### config.mk
export PLATFORM = sky130hd
export DESIGN_NAME = pollable_memory_arbiter
export DESIGN_NICKNAME = d
export VERILOG_FILES = /design/src/rtl/pollable_memory_pkg.sv /design/src/rtl/round_robin_pick2.sv /design/src/rtl/pollable_memory_arbiter.sv
export SDC_FILE = /design/constraint.sdc
export NUM_CORES = 1
export LEC_CHECK = 0
export CELL_PAD_IN_SITES_DETAIL_PLACEMENT = 0
export CELL_PAD_IN_SITES_GLOBAL_PLACEMENT = 1
export CORE_ASPECT_RATIO = 1.75
export CORE_MARGIN = 4
export CORE_UTILIZATION = 32
export DETAILED_ROUTE_END_ITERATION = 8
export PLACE_DENSITY = 0.9
export SYNTH_ARGS = -nofsm -noshare
export SYNTH_HDL_FRONTEND = slang
export SYNTH_HIERARCHICAL = 1
export SYNTH_SLANG_ARGS = --single-unit
### constraint.sdc
create_clock -name clock50 -period 4.2 [get_ports clock50]
set_input_delay 0.63 -clock clock50 [delete_from_list [all_inputs] [get_ports clock50]]
set_output_delay 0.63 -clock clock50 [all_outputs]
set_load 0.02 [all_outputs]
### src/rtl/pollable_memory_pkg.sv
// Shared definitions for the pollable RAM arbiter: FSM encoding and port indices.
package pollable_memory_pkg;

   typedef enum logic [1:0] {
      IDLE     = 2'd0,
      ACCESS   = 2'd1,
      COMPLETE = 2'd2
   } state_t;

   localparam logic PORT_HOST     = 1'b0;
   localparam logic PORT_INTERNAL = 1'b1;

endpackage

### src/rtl/round_robin_pick2.sv
// Two-way round-robin pick: a lone requester always wins, a tie goes to the port
// opposite last_grant. Purely combinational.
module round_robin_pick2 (
   input  logic [1:0] eligible,
   input  logic       last_grant,
   output logic       grant_valid,
   output logic       grant_index
);

   always_comb begin
      grant_valid = |eligible;
      grant_index = eligible[1];
      if (&eligible)
         grant_index = ~last_grant;
   end

endmodule

### src/rtl/pollable_memory_arbiter.sv
// Serialises single-word accesses from two req/ack ports onto one registered RAM port.
// Latency: request sampled in IDLE -> ack 3 cycles later; one access per 3 clocks.
module pollable_memory_arbiter
   import pollable_memory_pkg::*;
#(
   parameter int ADDR_WIDTH = 8,
   parameter int DATA_WIDTH = 16
) (
   input  logic                  clock50,
   input  logic                  reset,
   input  logic                  req0,
   input  logic                  we0,
   input  logic [ADDR_WIDTH-1:0] addr0,
   input  logic [DATA_WIDTH-1:0] wdata0,
   output logic                  ack0,
   output logic [DATA_WIDTH-1:0] rdata0,
   input  logic                  req1,
   input  logic                  we1,
   input  logic [ADDR_WIDTH-1:0] addr1,
   input  logic [DATA_WIDTH-1:0] wdata1,
   output logic                  ack1,
   output logic [DATA_WIDTH-1:0] rdata1,
   output logic [ADDR_WIDTH-1:0] ram_addr,
   output logic [DATA_WIDTH-1:0] ram_din,
   output logic                  ram_we,
   input  logic [DATA_WIDTH-1:0] ram_dout,
   output logic                  busy
);

   state_t state;
   logic   grant;
   logic   last_grant;
   logic   wr_op;
   logic   grant_valid;
   logic   grant_index;
   logic [1:0] eligible;

   // A port whose ack is still high is finishing its handshake and must not re-win.
   assign eligible = {req1 & ~ack1, req0 & ~ack0};

   round_robin_pick2 u_pick (
      .eligible    (eligible),
      .last_grant  (last_grant),
      .grant_valid (grant_valid),
      .grant_index (grant_index)
   );

   always_ff @(posedge clock50) begin
      if (reset) begin
         state      <= IDLE;
         grant      <= PORT_HOST;
         last_grant <= PORT_INTERNAL;
         wr_op      <= 1'b0;
         ack0       <= 1'b0;
         ack1       <= 1'b0;
         rdata0     <= '0;
         rdata1     <= '0;
         ram_addr   <= '0;
         ram_din    <= '0;
         ram_we     <= 1'b0;
         busy       <= 1'b0;
      end else begin
         ack0 <= 1'b0;
         ack1 <= 1'b0;
         case (state)
            IDLE: begin
               if (grant_valid) begin
                  grant      <= grant_index;
                  last_grant <= grant_index;
                  if (grant_index == PORT_INTERNAL) begin
                     ram_addr <= addr1;
                     ram_din  <= wdata1;
                     ram_we   <= we1;
                     wr_op    <= we1;
                  end else begin
                     ram_addr <= addr0;
                     ram_din  <= wdata0;
                     ram_we   <= we0;
                     wr_op    <= we0;
                  end
                  busy  <= 1'b1;
                  state <= ACCESS;
               end
            end
            ACCESS: begin
               ram_we <= 1'b0;
               state  <= COMPLETE;
            end
            COMPLETE: begin
               if (grant == PORT_INTERNAL) begin
                  ack1 <= 1'b1;
                  if (!wr_op)
                     rdata1 <= ram_dout;
               end else begin
                  ack0 <= 1'b1;
                  if (!wr_op)
                     rdata0 <= ram_dout;
               end
               busy  <= 1'b0;
               state <= IDLE;
            end
            default: state <= IDLE;
         endcase
      end
   end

endmodule

After elaboration in Yosys (flattened, before gate mapping)
Cells that the tools add are included.
{"block": "word_totals", "ff_bits": 65, "in_bits": 70}
{"block": "op_classes", "n_eq_ne": 3, "n_mux": 12, "bitwise_logic": 8, "n_reduce_logical": 11}
{"op": "16-bit 2-to-1 mux", "n": 1}
{"op": "8-bit 2-to-1 mux", "n": 1}
{"op": "2-bit AND reduction", "n": 4}
{"op": "1-bit 2-to-1 mux", "n": 6}
{"op": "1-bit NOT", "n": 6}
{"op": "3-bit AND reduction", "n": 2}
{"op": "1-bit case mux with 2 select lines", "n": 2}
{"op": "2-bit case mux with 2 select lines", "n": 1}
{"op": "2-bit nonzero test", "n": 2}
{"op": "2-bit OR reduction", "n": 2}
{"op": "1-bit AND", "n": 2}
{"op": "2-bit by 1-bit equality test with 1-bit output, second input constant", "n": 1}
{"op": "2-bit equality test, second input constant", "n": 1}
{"op": "2-bit logical NOT", "n": 1}
{"op": "2-bit 2-to-1 mux", "n": 1}
{"op": "2-bit != test, second input constant", "n": 1}

Logic depth before layout (Yosys ltp)
Gate-level depths: netlist of the first run.
{"block": "logic_depth", "depth_word": 7, "depth_mapped": 6, "mapped_depth_nobuf": 5}

Cells and area by module
The synthesis of the first run kept the hierarchy.
{"mod": "pollable_memory_arbiter", "instances": 1, "cells_each": 258, "area_each_um2": 2640.0}
{"mod": "round_robin_pick2", "instances": 1, "cells_each": 2, "area_each_um2": 13.8}

Worst setup path after synthesis of the first run
Ideal clock, no wire load.
{"block": "synth_timing", "path_kind": "input-to-reg", "from": "in req1", "to": "reg ram_din[4]", "setup_ns": 0.119, "arrival_ns": 1.962, "setup_slack_ns": 2.120, "stages": 6, "path_buffers": 2, "cell_sequence": "nor2b_1 a21boi_1 buf_2 clkbuf_1 mux2i_1 o2bb2ai_4"}
{"block": "synth_via", "elab_chain_len": 4}
{"element": "start: declaration", "line": "pollable_memory_arbiter.sv:17", "text": "input logic req1,"}
{"element": "1-bit AND (*)", "line": "pollable_memory_arbiter.sv:39", "text": "assign eligible = {req1 & ~ack1, req0 & ~ack0};"}
{"element": "2-bit AND reduction", "line": "round_robin_pick2.sv:13", "text": "if (&eligible)"}
{"element": "1-bit 2-to-1 mux (*)", "line": "round_robin_pick2.sv:13"}
{"element": "net grant_index", "line": "pollable_memory_arbiter.sv:35", "text": "logic grant_index;"}
{"element": "16-bit 2-to-1 mux (*)", "line": "pollable_memory_arbiter.sv:70", "text": "if (grant_index == PORT_INTERNAL) begin"}
{"element": "end signal: assignment", "line": "pollable_memory_arbiter.sv:72", "text": "ram_din <= wdata1;"}
{"element": "end signal: assignment", "line": "pollable_memory_arbiter.sv:77", "text": "ram_din <= wdata0;"}
{"element": "end: declaration", "line": "pollable_memory_arbiter.sv:24", "text": "output logic [DATA_WIDTH-1:0] ram_din,"}
The timed path passes the listed nets; every way through them passes the cells marked *.
A chain may end at the register's enable or synchronous reset.

Worst setup path after layout of the first run
{"block": "layout_timing", "from": "in req1", "to": "reg ram_din[13]"}
{"block": "layout_via", "elab_chain_len": 4}
{"element": "1-bit AND (*)", "line": "pollable_memory_arbiter.sv:39"}
{"element": "net eligible[1]", "line": "pollable_memory_arbiter.sv:36", "text": "logic [1:0] eligible;"}
{"element": "2-bit AND reduction", "line": "round_robin_pick2.sv:13"}
{"element": "1-bit 2-to-1 mux (*)", "line": "round_robin_pick2.sv:13"}
{"element": "net grant_index", "line": "pollable_memory_arbiter.sv:35"}
{"element": "16-bit 2-to-1 mux (*)", "line": "pollable_memory_arbiter.sv:70"}
Marked as above.

==> metrics.txt, run 1 <==
starting density of the core 0.331; Max Fclk 0.414 GHz; CP Cell Sequence clkdlybuf4s50_1 > nor2b_1 > a21boi_4 > buf_4 > mux2i_1 > o2bb2ai_4; buffer and inverter count on the worst path 2; Antenna diodes 0; Worst Hold End rdata0[11]; Rows 43; io pins 130; final setup vio count 0; slew margin rel. 0.413; vias per cell 4.85; CTS Sinks 65; area of the mapped netlist 2650 um2; endpoints failing hold 0; H-tree Lvls 3; commonest non-fill, non-tap cell in the layout clkdlybuf4s50_1; Yosys top cell area share 0.490; clk buf depth 2; Clock Latency Late Sink 0.32 ns; cts bufs inserted 9; run status completed; Initial DRC Count 89; Hold Buf Count CTS 0; ranking of synthesized cells by area dfxtp_1, o2bb2ai_2, mux2i_1; ratio of cells with drive above 1 in the final layout 0.111; CTS tree built; final wirelength 7260 um; input/output buffers 129; global-route wire length before repair 11700 um; Hold Path Class reg2reg; synth warn 6; post-CTS sizing 0; Seq/Total Area, Yosys 0.490; Max-Cap Viols 0; CP max FO 18; clock root cell clkbuf_16; final worst path period share 0.575; RSZ-0062 raised after global routing no; largest net degree at the start of global routing 40; worst hold stages 2; fillers 747; Layout area overhead 60.3%; largest stage delay on the critical path 0.67 ns; WL/cell 15.2 um; Worst Path Required 4.40 ns; Tmin final 2.42 ns; chip width 76.8 um; Die ar. 9870 um2; Core ar. 8020 um2; DRC 0; Routed Antenna Nets 0; Tot GR Track Use 0.151; Mean Syn Cell Area 10.2 um2; Startpoint Class primary input; flop2flop setup slack 2.24 ns; commonest non-fill, non-tap cells in the layout clkdlybuf4s50_1, nand2_1, dfxtp_1; final net count 453; max-slew violations 0; cells after synthesis 260; cell family with most CP delay buffers and inverters; crit path kind in2reg; Worst-Margin Slew 0.877 ns; FF+latch count, synth 65; TNS Setup 0 ns; postcts setup bufs 0; worst vdd ir 0.264 mV; Critical Path AT 2.62 ns; Synth area leader dfxtp_1; slowest stage cell, crit path a21boi_4; Reg2Reg Depth 5; via count 2313; initial antenna violation count 0; Worst Skew 0.00718 ns; DRT Pass-1 Iters 4; vias in the first global route 2335; total power 0.00167 W; Worst Setup SP req1; reg2reg end ram_din[13]; gpl congestion 0.718; PwrDens 393 nW/um2; HPWL Detailed 5410 um; GRT overflow 0; Leak 1.52 nW; die height 128 um; hold_sp rdata0[11]; Clock Pin Slew Worst Setup and Hold Paths 0.05 ns; synth unique cells 32; syn_nets 330; reg2reg start ack1; CP Capture Type register
==> registers in the layout, indices dropped and copies added, names as in the netlist, 2 cells and up <==
| name | cells |
|---|---|
| ram_din | 16 |
| rdata0 | 16 |
| state | 2 |
| ram_addr | 8 |
| rdata1 | 16 |
==> kinds of logic after synthesis <==
| family | share of synthesized area |
|---|---|
| DFF | 0.490 |
| AOI/OAI and AO/OA | 0.215 |
| buffers and inverters | 0.0575 |
| muxes | 0.0943 |
| and+or+nand+nor | 0.143 |
==> worst max path at each step <==
| stage | slack (ns) | depth (start not counted) | to |
|---|---|---|---|
| floorplan | 2.12 | 6 | ram_din[4] |
| global placement | 1.48 | 6 | ram_din[13] |
| detailed placement | 1.44 | 6 | ram_din[13] |
| CTS | 1.77 | 6 | ram_din[13] |
| global route | 1.65 | 6 | ram_din[13] |
| finish | 1.78 | 6 | ram_din[13] |
==> power by group <==
group / internal, W / switching, W / leakage, nW / total [W]
Combinational: 0.000163 / 0.000135 / 0.850 / 0.000298
Sequential: 0.000656 / 0.0000309 / 0.531 / 0.000687
Clock: 0.000443 / 0.000246 / 0.138 / 0.000689
Total: 0.00126 / 0.000412 / 1.52 / 0.00167
==> per-layer routing <==
metal | wire (um) | vias up | track usage
met4 | 108 | 0 | 0.0576
met1 | 2990 | 1049 | 0.164
li1 | - | 1149 | -
met2 | 3540 | 106 | 0.259
met5 | 0 | - | 0
met3 | 623 | 9 | 0.0679
==> final cells by class <==
cell class,count,area [um2],area share
Tap cell,90,113,0.0265
Clock buffer,13,270,0.0635
Inverter,4,15.0,0.00353
Timing Repair Buffer,133,1320,0.311
Clock inverter,2,12.5,0.00294
Sequential cell,65,1300,0.306
Multi-Input combinational cell,170,1220,0.287
==> synthesized netlist by cell type (all sizes together) <==
master / number
o21bai: 1
nor3b: 1
a31o: 1
o2bb2ai: 24
inv: 4
nor2: 2
mux2i: 25
nor4bb: 1
or2: 1
nor2b: 2
a21o: 1
nand2: 65
or4b: 2
buf: 13
a221oi: 1
nand4bb: 1
a21boi: 1
nor4b: 2
dfxtp: 65
o21ai: 2
and4: 1
clkbuf: 8
nand3: 1
nand2b: 1
a21oi: 33
nor3: 1
==> worst reg2reg max path, stage by stage, from the launching register on <==
cell and delay [ns]:
dfxtp_1 0.31, nor2b_1 0.14, a21boi_4 0.67, buf_4 0.34, mux2i_1 0.30, o2bb2ai_4 0.07
==> metrics by stage <==
step | hold WS, ns | setup slack [ns] | instance area [um2] | utilization | cells
2_1_floorplan | 0.465 | 2.12 | 2650 | - | 260
4_1_cts | 0.453 | 1.77 | 4250 | 0.531 | 477
5_1_grt | 0.472 | 1.65 | 4250 | 0.531 | 477
3_5_place_dp | 0.447 | 1.44 | 3970 | 0.495 | 462
3_3_place_gp | 0.443 | 1.48 | 3970 | 0.495 | 462
6_report | 0.454 | 1.78 | 4250 | 0.531 | 477
No activity file was read; power rests on OpenSTA's default activity.
==> run 2, diff against run 1 <==
Settings changed: CORE_UTILIZATION 32 to 26, PLACE_DENSITY 0.9 to 0.79.
Clock period 4.2 ns to 2.1 ns, I/O delays scaled along.
==> metrics.txt, run 2 (synthesized netlist as in run 1, its figures left out) <==
Initial DRC Count 83 (was 89); slowest stage cell, crit path clkdlybuf4s50_1 (was a21boi_4); clk buf depth 2 (unchanged); max-slew violations 0 (unchanged); Critical Path AT 1.99 ns (was 2.62 ns); sw power 0.000857 W (was 0.000412 W); final setup vio count 0 (unchanged); final net count 460 (was 453); Top Registers ram_din x16, rdata0 x16, rdata1 x16 (unchanged); commonest non-fill, non-tap cells in the layout clkdlybuf4s50_1, nand2_1, dfxtp_1 (unchanged); Antenna diodes 0 (unchanged); Core ar. 9910 um2 (was 8020 um2); Startpoint Class primary input (unchanged); commonest non-fill, non-tap cell in the layout clkdlybuf4s50_1 (unchanged); H-tree Lvls 3 (unchanged); global-route wire length before repair 12600 um (was 11700 um); largest net degree at the start of global routing 38 (was 40); final wirelength 7960 um (was 7260 um); largest stage delay on the critical path 0.39 ns (was 0.67 ns); Tot GR Track Use 0.134 (was 0.151); DRC 0 (unchanged); vias per cell 4.48 (was 4.85); postcts setup bufs 0 (unchanged); PwrDens 826 nW/um2 (was 393 nW/um2); CP Cell Sequence clkdlybuf4s50_1 > nor2b_1 > or2_1 > nor3b_1 > nor2_2 > buf_12 > o2bb2ai_1 (was clkdlybuf4s50_1 > nor2b_1 > a21boi_4 > buf_4 > mux2i_1 > o2bb2ai_4); CP Capture Type register (unchanged); flop2flop setup slack 0.41 ns (was 2.24 ns); critical path capture point ram_din[2] (was ram_din[13]); Layout area overhead 67.7% (was 60.3%); chip width 84.4 um (was 76.8 um); GRT overflow 0 (unchanged); Reg2Reg Depth 3 (was 5); Clock Pin Slew Worst Setup and Hold Paths 0.05 ns (about the same); Hold Buf Count CTS 0 (unchanged); initial antenna violation count 0 (unchanged); reg2reg end rdata0[7] (was ram_din[13]); Leak 1.59 nW (was 1.52 nW); total power 0.00367 W (was 0.00167 W); input/output buffers 129 (unchanged); worst vdd ir 0.436 mV (was 0.264 mV); Rows 48 (was 43); HPWL Detailed 6130 um (was 5410 um); cts bufs inserted 9 (unchanged); CP max FO 19 (was 18); post-CTS sizing 0 (unchanged); RSZ-0062 raised after global routing no (unchanged); gpl congestion 0.753 (was 0.718); Worst Setup SP req1 (unchanged); Layout Cells excl Fill 520 (was 477); WL/cell 15.3 um (was 15.2 um); Tmin final 1.74 ns; Max Fclk 0.575 GHz; Clock power frac 0.455 (was 0.412); Cells after DPL 504 (was 462); ratio of cells with drive above 1 in the final layout 0.127 (was 0.111); final worst path period share 0.828; Worst Skew 0.00682 ns (was 0.00718 ns); Worst Path Required 2.35 ns (was 4.40 ns); Clock Latency Late Sink 0.32 ns (about the same); crit path kind in2reg (unchanged); via count 2330 (was 2313); vias in the first global route 2363 (was 2335); CTS tree built (unchanged); io pins 130 (unchanged); Sw Share 0.233 (was 0.246); Layout Utilization 0.449 (was 0.531); DRT Pass-1 Iters 4 (unchanged); TNS Setup 0 ns (unchanged); combinational share of power 0.172 (was 0.178); endpoints failing hold 0 (unchanged); reg2reg start state[0] (was ack1); CTS Sinks 65 (unchanged); starting density of the core 0.268 (was 0.331); Max-Cap Viols 0 (unchanged); slew margin rel. 0.551 (was 0.413); Worst-Margin Slew 0.673 ns (was 0.877 ns); Die ar. 12000 um2 (was 9870 um2); Pint 0.00282 W (was 0.00126 W); Hold Path Class reg2reg (unchanged); clock root cell clkbuf_16 (unchanged); Sequential Power Share 0.373 (was 0.410); run status completed (unchanged); Routed Antenna Nets 0 (unchanged); die height 142 um (was 128 um)
==> run 2: cell types whose count changed in the layout (fill, tap and decap cells not counted), sizes merged <==
cell	previous run	this run
buf	4	11
bufinv	0	3
clkinvlp	1	0
clkbuf	13	11
clkinv	1	2
==> run 2: area by class of cell <==
class	instances	area (um2)
well taps	125	156
flip-flops and latches	65	1300
clock inverters	5	104
repair buffers	140	1410
clock buffers	11	233
fillers	984	5460
multi-input cells	170	1230
inverters	4	15.0
==> run 2: critical path: cells and delay by family <==
kind | cells | cell delay (ns)
and+or+nand+nor | 4 | 0.92
buffers and inverters | 2 | 0.63
AOI/OAI and AO/OA | 1 | 0.13
==> run 2: power groups by stage <==
stage          Sequential, W  Clock, W  Combinational (W)
3_3_place_gp         0.00140         0           0.000629
2_1_floorplan        0.00146         0           0.000240
4_1_cts              0.00137   0.00172           0.000641
5_1_grt              0.00138   0.00177           0.000673
3_5_place_dp         0.00140         0           0.000639
6_report             0.00137   0.00167           0.000631
==> run 2: per-stage QoR <==
step	setup WS, ns	hold WS, ns	area [um2]
floorplan	0.279	0.451	2650
CTS	0.358	0.455	4450
global route	0.282	0.468	4450
global placement	0.0733	0.443	4110
detailed placement	0.0254	0.447	4110
finish	0.361	0.451	4450
==> run 2: how the worst min path moves through the flow <==
| stage | from | endpoint | slack [ns] | depth (start not counted) |
|---|---|---|---|---|
| floorplan | ram_dout[10] | rdata0[10] | 0.45 | 2 |
| global placement | rdata1[5] | rdata1[5] | 0.44 | 2 |
| detailed placement | rdata1[5] | rdata1[5] | 0.45 | 2 |
| CTS | rdata1[5] | rdata1[5] | 0.45 | 2 |
| global route | rdata0[8] | rdata0[8] | 0.47 | 2 |
| finish | rdata0[11] | rdata0[11] | 0.45 | 2 |
==> run 2: routing by layer <==
layer / up-vias / wire (um) / GRT usage
met5: - / 0 / 0
met3: 12 / 692 / 0.0511
met2: 105 / 4100 / 0.236
li1: 1165 / - / -
met4: 0 / 135 / 0.0525
met1: 1048 / 3030 / 0.143
==> run 3, diff against run 2 <==
Settings changed: CORE_UTILIZATION 26 to 29, PLACE_DENSITY 0.79 to 0.83.
Clock period 2.1 ns to 1.8 ns, I/O delays scaled along.
==> metrics.txt, run 3 (synthesized netlist as in run 1, its figures left out) <==
Clock Latency Late Sink 0.33 ns (was 0.32 ns); CP Cell Sequence clkdlybuf4s50_1 (was clkdlybuf4s50_1 > nor2b_1 > or2_1 > nor3b_1 > nor2_2 > buf_12 > o2bb2ai_1); Leak 1.60 nW (was 1.59 nW); largest stage delay on the critical path 0.65 ns (was 0.39 ns); Initial DRC Count 40 (was 83); vias per cell 4.51 (was 4.48); final worst path period share 0.897; cell family with most CP delay buffers and inverters (was simple AND/OR/NAND/NOR gates); slew margin rel. 0.741 (was 0.551); Critical Path AT 1.34 ns (was 1.99 ns); endpoints failing hold 0 (unchanged); CP max FO 2 (was 19); Layout area overhead 67.1% (was 67.7%); PwrDens 937 nW/um2 (was 826 nW/um2); RSZ-0062 raised after global routing no (unchanged); flop2flop setup slack 0.32 ns (was 0.41 ns); buffer and inverter count on the worst path 1 (was 2); Worst Skew 0.00621 ns (was 0.00682 ns); Worst-Margin Slew 0.388 ns (was 0.673 ns); CTS Sinks 65 (unchanged); ratio of cells with drive above 1 in the final layout 0.133 (was 0.127); crit path kind reg2out (was in2reg); Worst Hold End rdata0[5] (was rdata0[11]); reg2reg end ram_addr[6] (was rdata0[7]); Core ar. 8780 um2 (was 9910 um2); slowest stage cell, crit path clkdlybuf4s50_1 (unchanged); CTS tree built (unchanged); Die ar. 10800 um2 (was 12000 um2); Routed Antenna Nets 0 (unchanged); Max-Cap Viols 0 (unchanged); worst hold stages 2 (unchanged); Tot GR Track Use 0.140 (was 0.134); Startpoint Class register (was primary input); via count 2321 (was 2330); Setup Slack @ Placement -0.134 ns (was 0.0254 ns); die height 135 um (was 142 um); total power 0.00416 W (was 0.00367 W); chip width 80.3 um (was 84.4 um); initial antenna violation count 0 (unchanged); input/output buffers 129 (unchanged); HPWL Detailed 5840 um (was 6130 um); global-route wire length before repair 11600 um (was 12600 um); Worst Path Required 1.53 ns (was 2.35 ns); reg2reg start ack1 (was state[0]); Reg2Reg Depth 5 (was 3); starting density of the core 0.302 (was 0.268); Tmin final 1.61 ns; postcts setup bufs 0 (unchanged); hold_sp rdata0[5] (was rdata0[11]); final wirelength 7470 um (was 7960 um); Antenna diodes 0 (unchanged); final net count 464 (was 460); clock root cell clkbuf_16 (unchanged); Clock Pin Slew Worst Setup and Hold Paths 0.05 ns (about the same); TNS Setup 0 ns (unchanged); Final WS setup 0.186 ns (was 0.361 ns); DRT Pass-1 Iters 3 (was 4); vias in the first global route 2366 (was 2363); largest net degree at the start of global routing 37 (was 38); worst vdd ir 0.776 mV (was 0.436 mV); Hold Path Class reg2reg (unchanged); run status completed (unchanged); final setup vio count 0 (unchanged); Max Fclk 0.620 GHz; cts bufs inserted 9 (unchanged); Hold Slack 0.453 ns (was 0.451 ns); post-CTS sizing 0 (unchanged); gpl congestion 0.710 (was 0.753); H-tree Lvls 3 (unchanged); Hold Buf Count CTS 0 (unchanged); GRT overflow 0 (unchanged); WL/cell 14.5 um (was 15.3 um); commonest non-fill, non-tap cell in the layout clkdlybuf4s50_1 (unchanged); max-slew violations 0 (unchanged); clk buf depth 2 (unchanged); io pins 130 (unchanged); DRC 0 (unchanged); Top Registers ram_din x16, rdata0 x16, rdata1 x16 (unchanged); CP Capture Type primary output (was register); commonest non-fill, non-tap cells in the layout clkdlybuf4s50_1, nand2_1, dfxtp_1 (unchanged); Rows 45 (was 48)
[run 3: cell type report]
cell class,instances,area [um2]
clock buffer,12,246
clock inverter,3,65.1
fill,859,4350
inverter,4,15.0
multi-input combinational,170,1220
sequential,65,1300
tap,117,146
timing repair buffer,144,1440
[run 3: report_power, final]
group / leakage, nW / total (W) / internal [W] / switching [W]
Sequential: 0.531 / 0.00160 / 0.00153 / 0.0000727
Combinational: 0.915 / 0.000735 / 0.000414 / 0.000321
Clock: 0.153 / 0.00182 / 0.00124 / 0.000581
Total: 1.60 / 0.00416 / 0.00318 / 0.000974
[run 3: stage by stage]
stage	util	instances	instance area, um2
finish	0.505	515	4440
global route	0.505	515	4440
CTS	0.505	515	4440
detailed placement	0.470	500	4120
global placement	0.470	500	4120
floorplan	-	260	2660
[run 3: layer usage]
layer	track usage	part of all wire	vias to the layer above
met2	0.249	0.51	107
met4	0.0564	0.015	0
met3	0.0621	0.096	11
met5	0	0	-
met1	0.140	0.37	1031
li1	-	-	1172
[run 3: how the worst max path moves through the flow]
| stage | start | end | slack, ns | depth (start not counted) |
|---|---|---|---|---|
| floorplan | ack1 | ram_din[13] | 0.13 | 6 |
| global placement | req1 | ram_din[15] | -0.11 | 6 |
| detailed placement | req1 | ram_din[5] | -0.13 | 6 |
| CTS | ram_din[4] | ram_din[4] | 0.16 | 1 |
| global route | req1 | ram_din[2] | 0.07 | 6 |
| finish | ram_din[4] | ram_din[4] | 0.19 | 1 |
==> edit 1: new RTL, config.mk and constraints of run 1 <==
Change the parameter `ADDR_WIDTH` from 8 to 7.
--- a/src/rtl/pollable_memory_arbiter.sv
+++ b/src/rtl/pollable_memory_arbiter.sv
@@ -3,7 +3,7 @@
 module pollable_memory_arbiter
    import pollable_memory_pkg::*;
 #(
-   parameter int ADDR_WIDTH = 8,
+   parameter int ADDR_WIDTH = 7,
    parameter int DATA_WIDTH = 16
 ) (
    input  logic                  clock50,
Interface: changed (resized addr0, addr1 and ram_addr); port bits go from 130 to 127. No check against the original RTL was run, so the function may have changed too.
==> edit 1 against run 1 <==
Largest cell class unchanged. Power grew 2.3%. Area after synthesis shrank 1.9%. Highest routed layer unchanged. Final area down 1.3%. Worst setup slack gained 0.15 ns. Routed wire length is 4.0% lower. Core utilization is essentially flat. Worst hold slack worse by 0.0027 ns. Clock skew shrank 0.00079 ns. Count of clock-buffer cells in the layout is 2 lower. Critical endpoint is now ram_we. Sequential cell count down 1.
==> edit 1: results (changes against run 1) <==
** Timing
- Worst slew slack as a fraction of its limit :: 36.9% (-4.3 points)
- Clock tree skew after final layout :: 0.00638 ns (-0.000794 ns)

** Logic synthesis
- The average instance area after synthesis came to 10.1 um^2 (-0.74%).
- Net count of the mapped netlist :: 325 (-1.5%)
- Most used standard cells in the synthesized netlist :: sky130_fd_sc_hd__nand2_1, sky130_fd_sc_hd__dfxtp_1, sky130_fd_sc_hd__a21oi_1

** Setup path
- Launching instance or port of the critical path :: req0
- The worst reg-to-reg path cell count was 3 (-2).
- The top fanout value on the critical path was 25 (+7).
- Highest-delay cell along the critical path :: sky130_fd_sc_hd__or4b_4
- The minimum setup slack among reg-to-reg paths is 2.38 ns (+0.14 ns).
- The critical path ends at ram_we.

** Hold path
- The worst hold path terminates at rdata1[5].

** Global route
- The combined global-route utilization of all metal layers was 15.0% (-0.18 points).
- First-pass GRT wire length :: 11.8 mm (+0.77%)
- Number of global-route vias before repair :: 2376 (+1.8%)

** Power and ir drop
- Clock network power :: 0.000748 W (+8.6%)
- Total internal power :: 0.00129 W (+2.4%)
- LEAKAGE :: 1.50 nW (-1.4%)

** Layout
- The proportion of layout cells with a drive suffix above 1 came to 11.5% (+0.44 points).
- Final-layout fill cell count :: 717 (-4.0%)
- The final instance count without filler cells is 471 (-1.3%).
- # nets final :: 444 (-2.0%)

** Run status
- Outcome :: finished clean

** Placed design
- The post-detailed-placement half-perimeter wirelength was 5.18 mm (-4.3%).

** Routing
- Routed length per placed instance :: 14.8 um (-2.7%)
- The vias after detailed routing is 2250 (-2.7%).
[edit 1: cell count changes after synthesis]
cell | before | now
sky130_fd_sc_hd__o2bb2ai_2 | 17 | 18
sky130_fd_sc_hd__o2bb2ai_4 | 2 | 1
sky130_fd_sc_hd__dfxtp_1 | 65 | 64
sky130_fd_sc_hd__o2bb2ai_1 | 5 | 4
sky130_fd_sc_hd__buf_2 | 9 | 10
sky130_fd_sc_hd__clkbuf_1 | 8 | 7
sky130_fd_sc_hd__mux2i_1 | 25 | 24
[edit 1: through the flow]
stage	cell area [um^2]	power (W)	worst slack, ns	util, %
after CTS	4200	0.00174	1.93	53.1
after detailed placement	3890	0.000979	1.60	49.2
after global placement	3890	0.000975	1.63	49.2
final	4200	0.00171	1.93	53.1
after floorplan	2600	0.000836	2.21	-
after global routing	4200	0.00179	1.81	53.1
[edit 1: cell families (layout without fill, tap and decap cells)]
group,Yosys count,in the layout,synth area share [%]
AO/OA/AOI/OAI,63,63,21.0
AND/OR/NAND/NOR,81,81,14.6
flip-flops,64,64,49.2
buffers and inverters,25,149,5.91
multiplexers,24,24,9.23
[edit 1: final cells by class]
| type | count | area, um^2 | share of cell area [%] |
|---|---|---|---|
| Timing Repair Buffer | 129 | 1280 | 30.6 |
| Sequential cell | 64 | 1280 | 30.5 |
| Multi-Input combinational cell | 168 | 1200 | 28.5 |
| Clock buffer | 11 | 253 | 6.02 |
| Tap cell | 90 | 113 | 2.68 |
| Clock inverter | 5 | 55.1 | 1.31 |
| Inverter | 4 | 15.0 | 0.358 |
[edit 1: layer usage]
metal	wire (um)	track usage, %	part of all wire [%]	vias up
met5	0	0	0	-
met4	103	5.56	1.5	0
met3	643	6.49	9.2	7
met2	3360	24.7	48	96
met1	2860	17.0	41	1015
li1	-	-	-	1132
==> edit 2: new RTL, config.mk and constraints of run 1 <==
Without the edit above. Encoding of `state_t`: now one-hot (3 bits for 3 states).
--- a/src/rtl/pollable_memory_pkg.sv
+++ b/src/rtl/pollable_memory_pkg.sv
@@ -1,10 +1,10 @@
 // Shared definitions for the pollable RAM arbiter: FSM encoding and port indices.
 package pollable_memory_pkg;
 
-   typedef enum logic [1:0] {
-      IDLE     = 2'd0,
-      ACCESS   = 2'd1,
-      COMPLETE = 2'd2
+   typedef enum logic [2:0] {
+      IDLE     = 3'b001,
+      ACCESS   = 3'b010,
+      COMPLETE = 3'b100
    } state_t;
 
    localparam logic PORT_HOST     = 1'b0;
Behaviour: no difference found for any inputs over 4 cycles, from zero or initial values and one cycle with reset high; so few cycles prove little.
==> edit 2 against run 1 <==
Via count is 3.7% higher. Core utilization is 0.31 points higher. Non-clock buffer count stayed put. Synthesized cell count is 6.2% higher. Area after synthesis is 5.7% higher. Clock skew is 0.0013 ns lower. Power is 12% higher. Worst hold slack better by 0.00052 ns. Sequential cell count is 1 higher. Routed wire length is 0.73% higher. Final area is 5.7% higher. Worst setup slack worse by 0.097 ns. Critical endpoint is now grant. Clock power is 16% higher.
==> edit 2: results (changes against run 1) <==
** Placed design
- Post-Place Cells :: 503 (+8.9%)
- Final RePlAce weighted congestion :: 0.707 (-1.6%)

** Setup path
- The data arrival time of the critical path came to 2.76 ns (+0.14 ns).
- The highest cell delay on the worst timing path is 0.62 ns (-0.05 ns).
- The worst reg-to-reg path cell count was 6 (+1).
- Largest driver fanout on the critical path :: 47 (+29)
- The minimum setup slack among reg-to-reg paths came to 2.16 ns (-0.08 ns).

** Hold path
- The startpoint identified for the worst hold timing path is rdata1[4].

** Global route
- The met2 usage in global routing was 26.5% (+0.64 points).
- Global routing usage on met1 :: 14.4% (-2.0 points)
- The maximum number of pins on one net before global-route repair is 49 (+23%).
- Total routing resource utilization after global routing :: 14.7% (-0.46 points)
- First-pass GRT wire length :: 12.2 mm (+4.0%)
- The met3 capacity usage during global routing is 5.06% (-1.7 points).

** Routing
- Routed wire length on met3 :: 662 um (+6.3%)
- First-pass iteration count of the detailed router :: 3 (-1)
- The length of routed met2 wiring came to 3.83 mm (+8.3%).
- Routed wire length :: 7.31 mm (+0.73%)

** Power and ir drop
- Peak supply drop :: 242 uV (-8.5%)
- Share of power burned in registers :: 37.5% (-3.5 points)
- The static leakage came to 1.73 nW (+14%).
- Clock network power :: 0.000801 W (+16%)
- The combinational fraction of design power was 19.7% (+1.9 points).

** Layout
- The proportion of layout cells with a drive suffix above 1 came to 11.1% (+0.028 points).
- # nets final :: 469 (+3.5%)

** Logic synthesis
- Ranked by total cell area, the synthesized netlist is headed by sky130_fd_sc_hd__dfxtp_1, sky130_fd_sc_hd__mux2i_1, sky130_fd_sc_hd__a211oi_2.
- The post-synthesis cell type count came to 30 (-6.3%).
- The sequential cell area fraction in the yosys report is 47.1% (-1.9 points).
- Net count of the mapped netlist :: 346 (+4.8%)
- Cell count after synthesis :: 276 (+6.2%)

** Run status
- Outcome :: finished clean

** Timing
- Worst Tran Pin Value :: 0.908 ns (+0.0308 ns)
-- edit 2: area by class of cell --
type / instances / area, um^2 / area share [%]
Timing Repair Buffer: 133 / 1330 / 29.6
Inverter: 2 / 7.51 / 0.167
Clock inverter: 5 / 77.6 / 1.73
Sequential cell: 66 / 1320 / 29.4
Clock buffer: 11 / 243 / 5.40
Tap cell: 115 / 144 / 3.20
Multi-Input combinational cell: 187 / 1370 / 30.5
-- edit 2: worst max path at each step --
stage	cells past startpoint	end	slack, ns	start
2_1_floorplan	6	ram_din[10]	2.36	req1
3_3_place_gp	7	ram_addr[7]	1.44	req0
3_5_place_dp	6	ram_din[7]	1.38	req1
4_1_cts	7	grant	1.69	req0
5_1_grt	7	grant	1.52	req0
6_report	7	grant	1.69	req0
-- edit 2: worst min-delay path, cell delays in order (launching register included) --
cell	delay, ns
sky130_fd_sc_hd__dfxtp_1	0.30
sky130_fd_sc_hd__nand2_1	0.05
sky130_fd_sc_hd__mux2i_1	0.05
